**src/rtl/mpdmac_cfg.sv**
```systemverilog
// APB3 configuration/launch register file for the MPDMAC engine.
// Optional completion interrupt is built when MPDMAC_IRQ_EN is defined.
module mpdmac_cfg #(
  parameter logic [31:0] VERSION = 32'h0001_2024
) (
  input  logic        clk,
  input  logic        rst_n,
  input  logic        psel_i,
  input  logic        penable_i,
  input  logic [11:0] paddr_i,
  input  logic        pwrite_i,
  input  logic [31:0] pwdata_i,
  output logic [31:0] prdata_o,
  output logic        pready_o,
  output logic        pslverr_o,
  output logic [31:0] src_addr_o,
  output logic [31:0] dst_addr_o,
  output logic [5:0]  mat_width_o,
  output logic        start_o,
  input  logic        done_i,
  output logic        irq_o
);

  localparam logic [9:0] A_VERSION = 10'h000;
  localparam logic [9:0] A_SRC     = 10'h040;
  localparam logic [9:0] A_DST     = 10'h041;
  localparam logic [9:0] A_WIDTH   = 10'h042;
  localparam logic [9:0] A_START   = 10'h043;
  localparam logic [9:0] A_STATUS  = 10'h044;
  localparam logic [9:0] A_IRQ_EN  = 10'h045;
  localparam logic [9:0] A_IRQ_STS = 10'h046;

  logic [31:0] r_prdata;
  logic [31:0] r_src;
  logic [31:0] r_dst;
  logic [5:0]  r_width;
  logic        r_start;
  logic        r_start_pend;

  logic [9:0]  w_word;
  logic        w_wr;
  logic        w_busy;
  logic        w_width_ok;
  logic        w_start_req;
  logic        w_start_acc;
  logic [31:0] w_rdata;
  logic        w_unused;

  assign w_word      = paddr_i[11:2];
  assign w_unused    = &{1'b0, paddr_i[1:0]};
  assign w_wr        = psel_i & penable_i & pwrite_i;
  // r_start is included so a read captured during the pulse cycle already reports busy.
  assign w_busy      = r_start_pend | r_start | ~done_i;
  assign w_width_ok  = ~r_width[0] & (r_width >= 6'd2) & (r_width <= 6'd30);
  assign w_start_req = w_wr & (w_word == A_START) & pwdata_i[0];
  assign w_start_acc = w_start_req & ~w_busy & w_width_ok;

  assign pready_o    = 1'b1;
  assign pslverr_o   = w_start_req & ~w_start_acc;
  assign prdata_o    = r_prdata;
  assign src_addr_o  = r_src;
  assign dst_addr_o  = r_dst;
  assign mat_width_o = r_width;
  assign start_o     = r_start;

`ifdef MPDMAC_IRQ_EN
  logic r_done_q;
  logic r_launched;
  logic r_irq_en;
  logic r_irq_sts;
  logic r_irq;
  logic w_done_rise;
  logic w_irq_en_nxt;
  logic w_irq_sts_nxt;

  assign w_done_rise = done_i & ~r_done_q & r_launched;
  assign irq_o       = r_irq;

  // Next-state of interrupt enable/status; a completion edge beats a same-cycle clear.
  always_comb begin
    w_irq_en_nxt  = r_irq_en;
    w_irq_sts_nxt = r_irq_sts;
    if (w_wr && (w_word == A_IRQ_EN)) begin
      w_irq_en_nxt = pwdata_i[0];
    end else begin
      w_irq_en_nxt = r_irq_en;
    end
    if (w_done_rise) begin
      w_irq_sts_nxt = 1'b1;
    end else if (w_wr && (w_word == A_IRQ_STS) && pwdata_i[0]) begin
      w_irq_sts_nxt = 1'b0;
    end else begin
      w_irq_sts_nxt = r_irq_sts;
    end
  end

  // Completion tracking and interrupt state.
  always_ff @(posedge clk or negedge rst_n) begin
    if (!rst_n) begin
      r_done_q   <= 1'b1;
      r_launched <= 1'b0;
      r_irq_en   <= 1'b0;
      r_irq_sts  <= 1'b0;
      r_irq      <= 1'b0;
    end else begin
      r_done_q  <= done_i;
      r_irq_en  <= w_irq_en_nxt;
      r_irq_sts <= w_irq_sts_nxt;
      r_irq     <= w_irq_en_nxt & w_irq_sts_nxt;
      if (r_start) begin
        r_launched <= 1'b1;
      end else if (w_done_rise) begin
        r_launched <= 1'b0;
      end
    end
  end
`else
  assign irq_o = 1'b0;
`endif

  // Register read multiplexer.
  always_comb begin
    w_rdata = 32'd0;
    case (w_word)
      A_VERSION: w_rdata = VERSION;
      A_SRC:     w_rdata = r_src;
      A_DST:     w_rdata = r_dst;
      A_WIDTH:   w_rdata = {26'd0, r_width};
      A_STATUS:  w_rdata = {31'd0, ~w_busy};
`ifdef MPDMAC_IRQ_EN
      A_IRQ_EN:  w_rdata = {31'd0, r_irq_en};
      A_IRQ_STS: w_rdata = {31'd0, r_irq_sts};
`endif
      default:   w_rdata = 32'd0;
    endcase
  end

  // Read data captured in setup phase, held through access.
  always_ff @(posedge clk or negedge rst_n) begin
    if (!rst_n) begin
      r_prdata <= 32'd0;
    end else if (psel_i && !penable_i) begin
      r_prdata <= pwrite_i ? 32'd0 : w_rdata;
    end
  end

  // Engine configuration registers.
  always_ff @(posedge clk or negedge rst_n) begin
    if (!rst_n) begin
      r_src   <= 32'd0;
      r_dst   <= 32'd0;
      r_width <= 6'd0;
    end else if (w_wr) begin
      if (w_word == A_SRC)   r_src   <= pwdata_i;
      if (w_word == A_DST)   r_dst   <= pwdata_i;
      if (w_word == A_WIDTH) r_width <= pwdata_i[5:0];
    end
  end

  // Launch pulse; start_pend bridges the engine's latency in dropping done.
  always_ff @(posedge clk or negedge rst_n) begin
    if (!rst_n) begin
      r_start      <= 1'b0;
      r_start_pend <= 1'b0;
    end else begin
      r_start <= w_start_acc;
      if (r_start) begin
        r_start_pend <= 1'b1;
      end else if (!done_i) begin
        r_start_pend <= 1'b0;
      end
    end
  end

endmodule

```
**config.mk**
```make
export PLATFORM = sky130hd
export DESIGN_NAME = mpdmac_cfg
export DESIGN_NICKNAME = d
export VERILOG_FILES = /design/src/rtl/mpdmac_cfg.sv
export SDC_FILE = /design/constraint.sdc
export NUM_CORES = 1
export LEC_CHECK = 0
export BUFFER_PORTS_ARGS = -buffer_cell sky130_fd_sc_hd__buf_4
export CAP_MARGIN = 20
export CELL_PAD_IN_SITES_DETAIL_PLACEMENT = 2
export CELL_PAD_IN_SITES_GLOBAL_PLACEMENT = 2
export CORE_ASPECT_RATIO = 0.6
export CORE_MARGIN = 2
export CORE_UTILIZATION = 33
export CTS_BUF_LIST = sky130_fd_sc_hd__clkbuf_2
export CTS_CLUSTER_DIAMETER = 30
export DETAILED_ROUTE_END_ITERATION = 8
export PLACE_DENSITY_LB_ADDON = 0.1
export SYNTH_ARGS = -nofsm -noshare
export SYNTH_HDL_FRONTEND = slang
export SYNTH_SLANG_ARGS = --single-unit
export TNS_END_PERCENT = 5
```
**constraint.sdc**
```tcl
create_clock -name clk -period 2.64 [get_ports clk]
set_input_delay 0.396 -clock clk [delete_from_list [all_inputs] [get_ports clk]]
set_output_delay 0.396 -clock clk [all_outputs]
set_load 0.1 [all_outputs]
```
==> results.yml <==
drt:
  vias_per_cell: 5.008
  route.detailed.drc: 0
  firstDrtPassIters: 4
  wl_um: 14610
  routedWlPerCell_um: 20.60
  antenna_left: 0
  dr.first_iter.drc_count: 69
  vias: 3551
power_and_ir_drop:
  ir_drop_uv: 184.5
  seq_power_share: 0.590
  power_frac_comb: 0.099
  p_leak_nw: 3.329
  pwr_density_cell_nw_per_um2: 425.2
  total_power_mw: 2.725
  pwr-share-clk: 0.311
  p_int_mw: 2.026
  switchingPower_uw: 699.5
  swShare: 0.2567
floorplanning:
  die_x_um: 156.2
  io_pins: 156
  design.core.area_um2: 13630
  initial_utilization: 0.3367
  die-area_um2: 14890
  die_y_um: 95.34
  rows: 33
grt:
  grt_use_total: 0.2044
  use_met2: 0.3249
  antenna_found_initial: 0
  grt_first_pass_wirelength_um: 23060
  grt_max_degree: 44
  grt_pass1_vias: 3954
  grtUsageMet3: 0.05818
  grt-busiest-layer: "met2"
  grt_use_met1: 0.2835
  overflow: 0
layout:
  layout-drive-gt1-share: 0.4850
  final_cell_area_um2: 6409
  n_fill_cell: 1375
  fin_nets: 580
  area_growth_pct: 39.68
  mostFrequentLayoutCell: "buf_4"
  diodes: 0
  final_cell_mix: "163 x buf_4, 101 x dfrtp_1, 38 x mux2_2"
yosys:
  yosys_warnings: 0
  syn-cell-area_um2: 4588
  synth_cells: 345
  yosys_most_used_dff: "dfrtp_1"
  ys_seq_area_frac: 0.5672
  synth_cell_type_count: 39
  avgSynthCellArea_um2: 13.30
  ys_seq_elements: 104
  synth-edff-count: 0
  synthArstFlopShare: 1.000
  synth_nets: 395
timing:
  setup_viol: 0
  worstMarginPinSlew_ps: 597.1
  finalCritPeriodShare: 0.9628
  rsz0062_at_grt: "yes"
  drv_slew: 0
  min_period_ps: 2542
  hold_violations: 0
  clock.fmax_mhz: 393.4
  relSlewSlack: 0.6019
  skew_ps: 30.45
setup_path:
  start_kind: "register"
  end_kind: "output pin"
  critPathTopFamily: "simple AND/OR/NAND/NOR gates"
  rrSetupSlack_ps: 1380
  crit_type: "register to output pin"
  max_stage_delay_ps: 540
  crit_required_ps: 2240
  reg2regPathDepth: 3
  arrival_ps: 2150
  critPathBufInv: 1
  r2r_start: "mat_width_o[4]"
  cp-startpoint: "mat_width_o[4]"
  worst_path_max_delay_cell: "or4_4"
  path_max_fanout: 2
  worstReg2RegEnd: "start_o"
  path_cells: "or4_4, nand4_1, nor3b_4, buf_12"
clocking:
  h-tree-depth: 3
  clkSlewWorstSetupHoldPaths_ps: 280
  numCtsBuffers: 9
  insertion_delay_ps: 570
  cts_tree: "done"
  clock_path_buffers: 2
  cts.sinks: 104
  cts_root_buffer: "clkbuf_2"
place:
  routabilityCongestion: 0.7656
  dpl_cell_area_um2: 5927
  dp_hpwl_um: 10380
  port_buffers: 151
job:
  maxCapViolations: 0
min_path:
  whs_path_depth: 2
  holdPathEnd: "src_addr_o[5]"
  hp-class: "primary input to register"
  min_from: "pwdata_i[5]"
run_status:
  status: "finished, final reports clean"
## per-stage QoR
stage	TNS, ps	std cells	hold WS [ps]	utilization	setup WS, ps
after floorplan	-31.66	345	100.4	-	-31.66
after global placement	0	660	421.5	0.4350	203.7
after detailed placement	0	660	432.9	0.4350	203.1
after CTS	0	709	9.374	0.4701	7.896
after global routing	-62.52	709	12.97	0.4703	-62.52
final	0	709	74.01	0.4703	98.31
## how the worst max path moves through the flow
| stage | cells after the start | endpoint | slack (ps) |
|---|---|---|---|
| after floorplan | 4 | pslverr_o | -30 |
| after global placement | 5 | src_addr_o[1] | 200 |
| after detailed placement | 5 | src_addr_o[1] | 200 |
| after CTS | 4 | pslverr_o | 8 |
| after global routing | 4 | pslverr_o | -60 |
| final | 4 | pslverr_o | 100 |
## Yosys cell counts (all sizes together), types with 2 or more instances
library cell	number	area, um^2
dfrtp	104	2603
mux2	70	900.9
nand2	34	127.6
o21ai	29	145.1
mux2i	28	280.3
buf	15	108.8
clkbuf	8	30.03
nand3	6	30.03
a211oi	5	37.54
a31oi	5	31.28
nor2	5	26.27
nor3	4	20.02
a32o	3	30.03
or3	3	18.77
or4	3	26.27
or4b	3	37.54
a22oi	2	15.01
a32oi	2	17.52
conb	2	7.510
nand2b	2	12.51
nor2b	2	12.51
nor3b	2	15.01
## cell families after synthesis
kind of cell | Yosys count | synth area share
multiplexers | 98 | 0.2574
AO/OA/AOI/OAI | 49 | 0.06572
buffers and inverters | 24 | 0.03108
AND/OR/NAND/NOR | 68 | 0.07690
other | 2 | 0.001637
flip-flops | 104 | 0.5672
## cell type report
cell class	count	area [um^2]	share of cell area
sequential	104	2606	0.4067
multi-input combinational	217	1866	0.2911
timing repair buffer	197	1584	0.2472
clock inverter	5	80.08	0.01250
inverter	1	3.754	0.0005857
tap	175	219.0	0.03417
clock buffer	10	50.05	0.007809
## power by group through the flow
stage	Sequential, mW	Clock, mW	Combinational (mW)
4_1_cts	1.61	0.891	0.275
3_5_place_dp	1.63	0	0.235
5_1_grt	1.61	0.949	0.292
3_3_place_gp	1.63	0	0.228
2_1_floorplan	1.67	0	0.0700
6_report	1.61	0.848	0.271
## layer usage
layer,vias to the layer above,share of wire
met2,100,0.46
met4,0,0.0039
li1,1607,-
met5,-,0
met1,1839,0.48
met3,5,0.065
## timing repair
item	4_1_cts	5_1_grt
hold buffers	32	0
hold endpoints to repair	100	0
gates cloned	0	0
gates resized for setup	3	1
endpoints found under the setup margin	1	1
buffers inserted	2	0
pin swaps	1	0
## flip-flops by register name, summed over array words and instances, names as in the netlist
signal / cells
mat_width_o: 6
prdata_o: 32
start_o: 1
dst_addr_o: 32
r_start_pend: 1
src_addr_o: 32
Power figures use the tool's default switching activity.
